==> src/rtl/result_uart_tx_pkg.sv <==
// Shared constants and FSM state encoding for the result UART transmitter.
package result_uart_tx_pkg;

  localparam int unsigned ADDR_W           = 16;
  localparam int unsigned DATA_W           = 8;
  localparam int unsigned BAUD_W           = 16;
  localparam int unsigned COUNT_W          = 17;
  localparam int unsigned CLKS_PER_BIT_DEF = 868;

  typedef enum logic [2:0] {
    ST_IDLE,
    ST_FETCH,
    ST_WAIT,
    ST_START,
    ST_DATA,
    ST_STOP
  } state_e;

endpackage

==> src/rtl/result_uart_tx_if.sv <==
// Data-memory read port, finish flag and UART outputs of result_uart_tx.
//   master : transmitter side (drives rd_en/rd_addr/tx/busy/done)
//   slave  : memory / environment side (drives finish_signal/rd_data)
interface result_uart_tx_if;
  import result_uart_tx_pkg::*;

  logic              finish_signal;
  logic              rd_en;
  logic [ADDR_W-1:0] rd_addr;
  logic [DATA_W-1:0] rd_data;
  logic              tx;
  logic              busy;
  logic              done;

  modport master (
    input  finish_signal, rd_data,
    output rd_en, rd_addr, tx, busy, done
  );

  modport slave (
    output finish_signal, rd_data,
    input  rd_en, rd_addr, tx, busy, done
  );

endinterface

==> src/rtl/result_uart_tx_uart_bit_timer.sv <==
// Bit-period counter: counts 0..CLKS_PER_BIT-1 and flags the last cycle.
//   clk, reset : clock, synchronous active-high reset
//   clear_i    : restart the count at 0 on the next cycle
//   tick_c_o   : combinational, high while the count is CLKS_PER_BIT-1
module uart_bit_timer
  import result_uart_tx_pkg::*;
#(
  parameter int unsigned CLKS_PER_BIT = CLKS_PER_BIT_DEF
) (
  input  logic clk,
  input  logic reset,
  input  logic clear_i,
  output logic tick_c_o
);

  logic [BAUD_W-1:0] cnt_q, cnt_d;

  assign tick_c_o = (cnt_q == BAUD_W'(CLKS_PER_BIT - 1));

  // Wrap on tick so consecutive bits in one state are timed back to back.
  always_comb begin
    cnt_d = BAUD_W'(cnt_q + 1'b1);
    if (clear_i || tick_c_o) cnt_d = '0;
  end

  always_ff @(posedge clk) begin
    if (reset) cnt_q <= '0;
    else       cnt_q <= cnt_d;
  end

endmodule

==> src/rtl/result_uart_tx.sv <==
// Streams LENGTH bytes from data memory (starting at START_ADDR) out of a
// UART (8N1, LSB first) once the processor raises finish_signal.
//   clk, reset : clock, synchronous active-high reset
//   bus        : finish_signal/rd_data in; rd_en/rd_addr/tx/busy/done out
module result_uart_tx
  import result_uart_tx_pkg::*;
#(
  parameter int unsigned       CLKS_PER_BIT = CLKS_PER_BIT_DEF,
  parameter logic [ADDR_W-1:0] START_ADDR   = 16'h0000,
  parameter int unsigned       LENGTH       = 16384
) (
  input  logic                   clk,
  input  logic                   reset,
  result_uart_tx_if.master       bus
);

  state_e             state_q, state_d;
  logic [COUNT_W-1:0] byte_cnt_q, byte_cnt_d;
  logic [2:0]         bit_idx_q, bit_idx_d;
  logic [DATA_W-1:0]  shreg_q, shreg_d;
  logic [ADDR_W-1:0]  rd_addr_q, rd_addr_d;
  logic               tx_q, tx_d;
  logic               busy_q, busy_d;
  logic               done_q, done_d;
  logic               rd_en_q, rd_en_d;
  logic               fin_prev_q;
  logic               armed_q;
  logic               start_c;
  logic               tick_c;
  logic               state_change_c;

  // armed_q blocks a start until finish_signal has been seen low after reset,
  // so a level already high when reset releases is not taken as an edge.
  assign start_c        = bus.finish_signal && !fin_prev_q && armed_q;
  assign state_change_c = (state_d != state_q);

  uart_bit_timer #(.CLKS_PER_BIT(CLKS_PER_BIT)) u_bit_timer (
    .clk      (clk),
    .reset    (reset),
    .clear_i  (state_change_c),
    .tick_c_o (tick_c)
  );

  // Next state plus next values of the registered outputs.
  always_comb begin
    state_d    = state_q;
    byte_cnt_d = byte_cnt_q;
    bit_idx_d  = bit_idx_q;
    shreg_d    = shreg_q;
    done_d     = 1'b0;

    unique case (state_q)
      ST_IDLE: begin
        if (start_c) begin
          state_d    = ST_FETCH;
          byte_cnt_d = '0;
        end
      end
      ST_FETCH: state_d = ST_WAIT;
      ST_WAIT: begin
        shreg_d = bus.rd_data;
        state_d = ST_START;
      end
      ST_START: begin
        if (tick_c) begin
          state_d   = ST_DATA;
          bit_idx_d = '0;
        end
      end
      ST_DATA: begin
        if (tick_c) begin
          bit_idx_d = bit_idx_q + 3'd1;
          if (bit_idx_q == 3'd7) state_d = ST_STOP;
          else                   shreg_d = {1'b0, shreg_q[DATA_W-1:1]};
        end
      end
      ST_STOP: begin
        if (tick_c) begin
          byte_cnt_d = COUNT_W'(byte_cnt_q + 1'b1);
          if (byte_cnt_d == COUNT_W'(LENGTH)) begin
            state_d = ST_IDLE;
            done_d  = 1'b1;
          end else begin
            state_d = ST_FETCH;
          end
        end
      end
      default: state_d = ST_IDLE;
    endcase

    // Outputs follow the state being entered so they line up with state_q.
    busy_d    = (state_d != ST_IDLE);
    rd_en_d   = (state_d == ST_FETCH);
    rd_addr_d = rd_en_d ? ADDR_W'(COUNT_W'(START_ADDR) + byte_cnt_d) : rd_addr_q;
    tx_d      = 1'b1;
    if (state_d == ST_START)     tx_d = 1'b0;
    else if (state_d == ST_DATA) tx_d = shreg_d[0];
  end

  always_ff @(posedge clk) begin
    if (reset) begin
      state_q    <= ST_IDLE;
      byte_cnt_q <= '0;
      bit_idx_q  <= '0;
      shreg_q    <= '0;
      rd_addr_q  <= START_ADDR;
      tx_q       <= 1'b1;
      busy_q     <= 1'b0;
      done_q     <= 1'b0;
      rd_en_q    <= 1'b0;
      fin_prev_q <= 1'b0;
      armed_q    <= 1'b0;
    end else begin
      state_q    <= state_d;
      byte_cnt_q <= byte_cnt_d;
      bit_idx_q  <= bit_idx_d;
      shreg_q    <= shreg_d;
      rd_addr_q  <= rd_addr_d;
      tx_q       <= tx_d;
      busy_q     <= busy_d;
      done_q     <= done_d;
      rd_en_q    <= rd_en_d;
      fin_prev_q <= bus.finish_signal;
      armed_q    <= armed_q || !bus.finish_signal;
    end
  end

  assign bus.tx      = tx_q;
  assign bus.busy    = busy_q;
  assign bus.done    = done_q;
  assign bus.rd_en   = rd_en_q;
  assign bus.rd_addr = rd_addr_q;

endmodule

==> src/flat_wrapper.sv <==
// flat-port wrapper written by rule: the top's interface ports become plain ports
module result_uart_tx_flat import result_uart_tx_pkg::*;
#(
  parameter int unsigned       CLKS_PER_BIT = CLKS_PER_BIT_DEF,
  parameter logic [ADDR_W-1:0] START_ADDR   = 16'h0000,
  parameter int unsigned       LENGTH       = 16384
)
  (clk, reset, bus_finish_signal, bus_rd_data, bus_rd_en, bus_rd_addr, bus_tx, bus_busy, bus_done);
  result_uart_tx_if bus_i ();
  input  logic clk;
  input  logic reset;
  input wire logic [$bits(bus_i.finish_signal)-1:0] bus_finish_signal;
  input wire logic [$bits(bus_i.rd_data)-1:0] bus_rd_data;
  output wire logic [$bits(bus_i.rd_en)-1:0] bus_rd_en;
  output wire logic [$bits(bus_i.rd_addr)-1:0] bus_rd_addr;
  output wire logic [$bits(bus_i.tx)-1:0] bus_tx;
  output wire logic [$bits(bus_i.busy)-1:0] bus_busy;
  output wire logic [$bits(bus_i.done)-1:0] bus_done;
  assign bus_i.finish_signal = bus_finish_signal;
  assign bus_i.rd_data = bus_rd_data;
  assign bus_rd_en = bus_i.rd_en;
  assign bus_rd_addr = bus_i.rd_addr;
  assign bus_tx = bus_i.tx;
  assign bus_busy = bus_i.busy;
  assign bus_done = bus_i.done;
  result_uart_tx #(.CLKS_PER_BIT(CLKS_PER_BIT), .START_ADDR(START_ADDR), .LENGTH(LENGTH)) u_core (.clk(clk), .reset(reset), .bus(bus_i));
endmodule
==> config.mk <==
export PLATFORM = sky130hd
export DESIGN_NAME = result_uart_tx_flat
export DESIGN_NICKNAME = d
export VERILOG_FILES = /design/src/rtl/result_uart_tx_pkg.sv /design/src/rtl/result_uart_tx_if.sv /design/src/rtl/result_uart_tx_uart_bit_timer.sv /design/src/rtl/result_uart_tx.sv /design/src/flat_wrapper.sv
export SDC_FILE = /design/constraint.sdc
export NUM_CORES = 1
export LEC_CHECK = 0
export CAP_MARGIN = 10
export CORE_MARGIN = 5
export CORE_UTILIZATION = 30
export DETAILED_ROUTE_END_ITERATION = 10
export PLACE_DENSITY = 0.45
export SLEW_MARGIN = 15
export SYNTH_ARGS = -nofsm -noshare
export SYNTH_HDL_FRONTEND = slang
export SYNTH_SLANG_ARGS = --single-unit
==> constraint.sdc <==
create_clock -name clk -period 2.3 [get_ports clk]
set_input_delay 0.23 -clock clk [delete_from_list [all_inputs] [get_ports clk]]
set_output_delay 0.23 -clock clk [all_outputs]
set_load 0.03 [all_outputs]
== Word-level counts from Yosys, hierarchy flattened ==
Index checks and enable logic that the tools add are counted.
W data, S select, Z words.
Storage, ports and cells
  bits in registers: 69
  bits in latches: 0
  RAM bits: 0
  ROM bits: 0
  input port bits: 11
  output and inout port bits: 20
  logic and storage cells: 71
  memories kept: 0
Cells by class
  add/subtract/negate cells: 3
  multiply operators: 0
  div/mod/pow operators: 0
  magnitude comparators: 0
  equality and inequality tests: 17
  shift-type cells: 0
  mux-type cells: 19
  bitwise operators: 2
  reductions and logical operators: 16
Operators with widths (count)
  $mux W17: 2
  $pmux W17 S2: 1
  $mux W3: 7
  $pmux W3 S6: 1
  $add A17 B1 Y17 const B: 1
  $eq A17 B15 Y1 const B: 1
  $add A16 B1 Y16 const B: 1
  $eq A16 B10 Y1 const B: 1
  $mux W8: 2
  $pmux W8 S2: 1
  $eq A3 B3 Y1 const B: 4
  $eq A3 B2 Y1 const B: 3
  $reduce_and A3 Y1: 3
  $ne A2 B2 Y1 const B: 4
  $eq A3 B1 Y1 const B: 2
  $pmux W3 S2: 1
  $reduce_bool A2 Y1: 3
  $mux W1: 4
  $add A3 B1 Y3 const B: 1
  $logic_not A3 Y1: 1
  $ne A3 B3 Y1: 1
  $reduce_bool A3 Y1: 1
  $reduce_or A3 Y1: 1
  $logic_and A1 B1 Y1: 2
  5 further kinds: 8

== Logic depth before layout (Yosys ltp) ==
  word-level depth: 8
  mapped depth: 9
  depth with buffers taken out: 7

== Cells and area by module ==
A second synthesis with hierarchy kept.
Unflattened totals
  cell total of the unflattened synthesis: 385
  area total of the unflattened synthesis: 3434.5 sq um
By module, submodules not included
  result_uart_tx: times used 1, cells each 302, area each 2698.8 sq um
  uart_bit_timer: times used 1, cells each 83, area each 735.7 sq um

== Worst setup path after synthesis ==
Ideal clock, no wire load.
  path kind: flip-flop to flip-flop
  start: register u_core.byte_cnt_q[0]
  end: register u_core.rd_addr_q[6] (netlist: u_core.bus.rd_addr[6])
  setup time: 0.121 ns
  arrival: 2.279 ns
  required time: 2.179 ns
  slack: -0.100 ns
  stages on the path, launching flop included: 10
  buffers on the path: 2
  clock period less this slack: 2.400 ns
  cells stage by stage: dfxtp_1 > ha_1 > buf_2 > nand3_2 > nor4_1 > xnor2_1 > nand4_1 > o21ai_1 > buf_4 > mux2_2
Between the ends
  word-level cells in the longest chain between the ends: 6
  elaborated cells on any way between the ends: 8
RTL lines
  start, declared: RTL line result_uart_tx.sv:18  | logic [COUNT_W-1:0] byte_cnt_q, byte_cnt_d;
  start signal, assigned: RTL line result_uart_tx.sv:115  | byte_cnt_q <= byte_cnt_d;
  $add A17 B1 Y17 (*): RTL line result_uart_tx.sv:79  | byte_cnt_d = COUNT_W'(byte_cnt_q + 1'b1);
  $eq A17 B15 Y1: RTL line result_uart_tx.sv:80  | if (byte_cnt_d == COUNT_W'(LENGTH)) begin
  $mux W1: RTL line result_uart_tx.sv:80
  $mux W3: RTL line result_uart_tx.sv:78  | if (tick_c) begin
  $pmux W3 S6: RTL line result_uart_tx.sv:52  | unique case (state_q)
  $eq A3 B1 Y1: RTL line result_uart_tx.sv:93  | rd_en_d = (state_d == ST_FETCH);
  end signal, assigned: RTL line result_uart_tx.sv:118  | rd_addr_q <= rd_addr_d;
  end, declared: RTL line result_uart_tx.sv:21  | logic [ADDR_W-1:0] rd_addr_q, rd_addr_d;
Mark *: on every way between the ends. The rest lies on a longest branch, timed or not. The select of a mux whose other input is x is not followed.
A chain may end at the register's enable or synchronous reset.

== Final worst setup path ==
  start: register u_core.byte_cnt_q[1]
  end: register u_core.rd_addr_q[4] (netlist: u_core.bus.rd_addr[4])
Same word-level chain as after synthesis.

==> results.cfg <==
[synthesis]
async_reset_ff_frac = 0
syn_avg_cell_area_sq_um = 8.494
synth_edf_count = 0
yosysTopAreaCellShare = 0.3773
synth_top_area_cell = dfxtp_1
synth_common_cells = dfxtp_1 (69), nor2_1 (43), nand2_1 (29)
syn_inst = 431
synthFlopType = dfxtp_1
yosysSeqAreaShare = 0.3773
ys_warn_count = 0
synthesis.nets = 447
synth_area_leaders = dfxtp_1 (38%), xnor2_1 (4.8%), nor2_1 (4.4%)
synthDistinctLibCells = 64
synth_seq_cells = 69
yosysMostFrequentCell = dfxtp_1
synthesis.area_sq_um = 3661

[die]
start_util = 0.3048
die_area_sq_um = 14510
fp.coreArea_sq_um = 12010
ioPinCount = 31
die_y_um = 120.5
rows = 40
die_width_um = 120.5

[timing]
clock-skew-final_ns = 0.009342
setup_viol = 0
worstMarginPinSlew_ns = 0.5468
maxSlewHeadroom = 0.6350
maxSlewViolCount = 0
clock.fmax_ghz = 0.4490
hold_viol = 0
fin_crit_ns = 2.227
finalCritPeriodShare = 0.9683
setup_slack_ns = 0.07292

[cts]
cts_buffer_depth = 2
cts.sinks = 69
cts_tree = yes
hold_buffers = 0
cts_buffers = 9
path_clk_slew_ns = 0.06
cts-root-buf = clkbuf_16
worstSkewPairLatency_ns = 0.33
cts_max_level = 3

[place]
port_buffers = 30
gp_congestion = 0.8034
placed_area_sq_um = 4380
pre_cts_ws_ns = -0.1238
dp_hpwl_mm = 6.960

[global_routing]
grt_pass1_wl_mm = 16.64
grt_pass1_vias = 3312
antenna_found_initial = 0
grt.total_usage = 0.1399
overflow = 0
grt_max_degree = 24

[routing]
drt-initial-drc-count = 121
wirelength_mm = 9.886
routed_via_density = 5.149
dr_total_vias = 3321
wl_per_cell_um = 15.33
ant_nets = 0
drc = 0
dr.pass1.iters = 5

[setup_path]
worst-setup-path-type = reg2reg
crit_family = simple AND/OR/NAND/NOR gates
worstPathMaxFanout = 7
critPathSlowestCell = o21ai_4
start_kind = flip-flop
path_cells = buf_4 -> and3_4 -> and3_4 -> o31ai_4 -> buf_4 -> nand4b_1 -> o21ai_4 -> mux2_4
crit_path_end_kind = flip-flop
required_ns = 2.52
cp.arrival_ns = 2.44
path_buf_inv = 2
slowest_delay_ns = 0.38

[power]
p_leak_nw = 1.869
p_sw_frac = 0.2207
p_clk_frac = 0.514
netSwitchingPower_uw = 643.8
intPower_mw = 2.274
p_seq_frac = 0.422
ir_worst_vdd_v = 0.0003350
p_comb_frac = 0.064
p_per_area_nw_per_um2 = 588.2

[final_layout]
final_core_util = 0.4129
nets = 510
area_growth_pct = 35.48
drive_gt1_frac = 0.2731
multi_input_area_sq_um = 2292
regArea_sq_um = 1396
design_area_sq_um = 4960
fillers = 1234
diodes = 0

[outcome]
status = complete, no violations

[worst_hold_path]
min_path_type = reg2reg

[run]
maxCapViolations = 0
-- timing repair --
| action | CTS | global route |
|---|---|---|
| buffers inserted | 1 | 5 |
| cloned | 0 | 1 |
| endpoints found under the setup margin | 21 | 43 |
| resized for setup | 6 | 44 |
| pin swaps | 3 | 11 |
-- per-layer routing --
metal  GRT usage  routed length, um
met5           0                  0
met4     0.04958                175
met3     0.03695                364
met2      0.2274               4707
met1      0.1790               4639
-- through the flow --
step                power (mW)  hold WS, ns   TNS, ns  std cells
floorplan                1.363       0.3218         0        431
global placement         1.438       0.4409  -0.08459        623
detailed placement       1.440       0.4462   -0.8767        623
CTS                      2.964       0.4535         0        639
global route             3.052       0.4420   -0.1159        645
finish                   2.917       0.4196         0        645
-- power groups by stage --
stage | clock network, mW | registers (mW) | logic (mW)
2_1_floorplan | 0 | 1.26 | 0.105
3_3_place_gp | 0 | 1.26 | 0.180
3_5_place_dp | 0 | 1.26 | 0.182
4_1_cts | 1.55 | 1.23 | 0.183
5_1_grt | 1.62 | 1.23 | 0.202
6_report | 1.50 | 1.23 | 0.186
-- sequential cells by signal, indices dropped and copies added, names as in the netlist, 3 cells and up --
| signal | flops |
|---|---|
| u_core.bit_idx_q | 3 |
| u_core.bus.rd_addr | 16 |
| u_core.byte_cnt_q | 17 |
| u_core.shreg_q | 8 |
| u_core.state_q | 3 |
| u_core.u_bit_timer.cnt_q | 16 |
-- cell usage in the layout, fill, tap and decap left out, drive strengths merged, types with 6 or more instances in the layout --
master          n
dfxtp          69
nand4           8
nand2          29
clkdlybuf4s50  30
inv             9
clkbuf         10
and3           20
nand3b          6
and2            6
xor2            9
o21ai          27
nand3          25
xnor2          20
nor2           53
a31oi           6
nor3           12
buf            54
a21oi          20
a222oi          6
-- area by class of cell --
type	count	area share
clock buffer	10	0.04818
tap	147	0.03708
sequential	69	0.2815
timing repair buffer	84	0.1471
multi-input combinational	321	0.4622
inverter	9	0.006811
clock inverter	5	0.01715
-- worst paths after layout --
kind | endpoint | slack, ns | depth (start not counted) | startpoint
setup / recovery | u_core.bus.rd_addr[4] | 0.07 | 8 | u_core.byte_cnt_q[1]
hold / removal | u_core.u_bit_timer.cnt_q[0] | 0.42 | 1 | u_core.u_bit_timer.cnt_q[0]
setup reg to reg | u_core.bus.rd_addr[4] | 0.07 | 8 | u_core.byte_cnt_q[1]
hold reg to reg | u_core.u_bit_timer.cnt_q[0] | 0.42 | 1 | u_core.u_bit_timer.cnt_q[0]
-- kinds of logic after synthesis --
logic type,synth area share
compound gates,0.1702
xor+xnor,0.06938
fa+ha+maj,0.01709
buf+inv,0.05331
flops,0.3773
mux,0.02461
simple gates,0.2881
(Power assumes the default switching activity.)
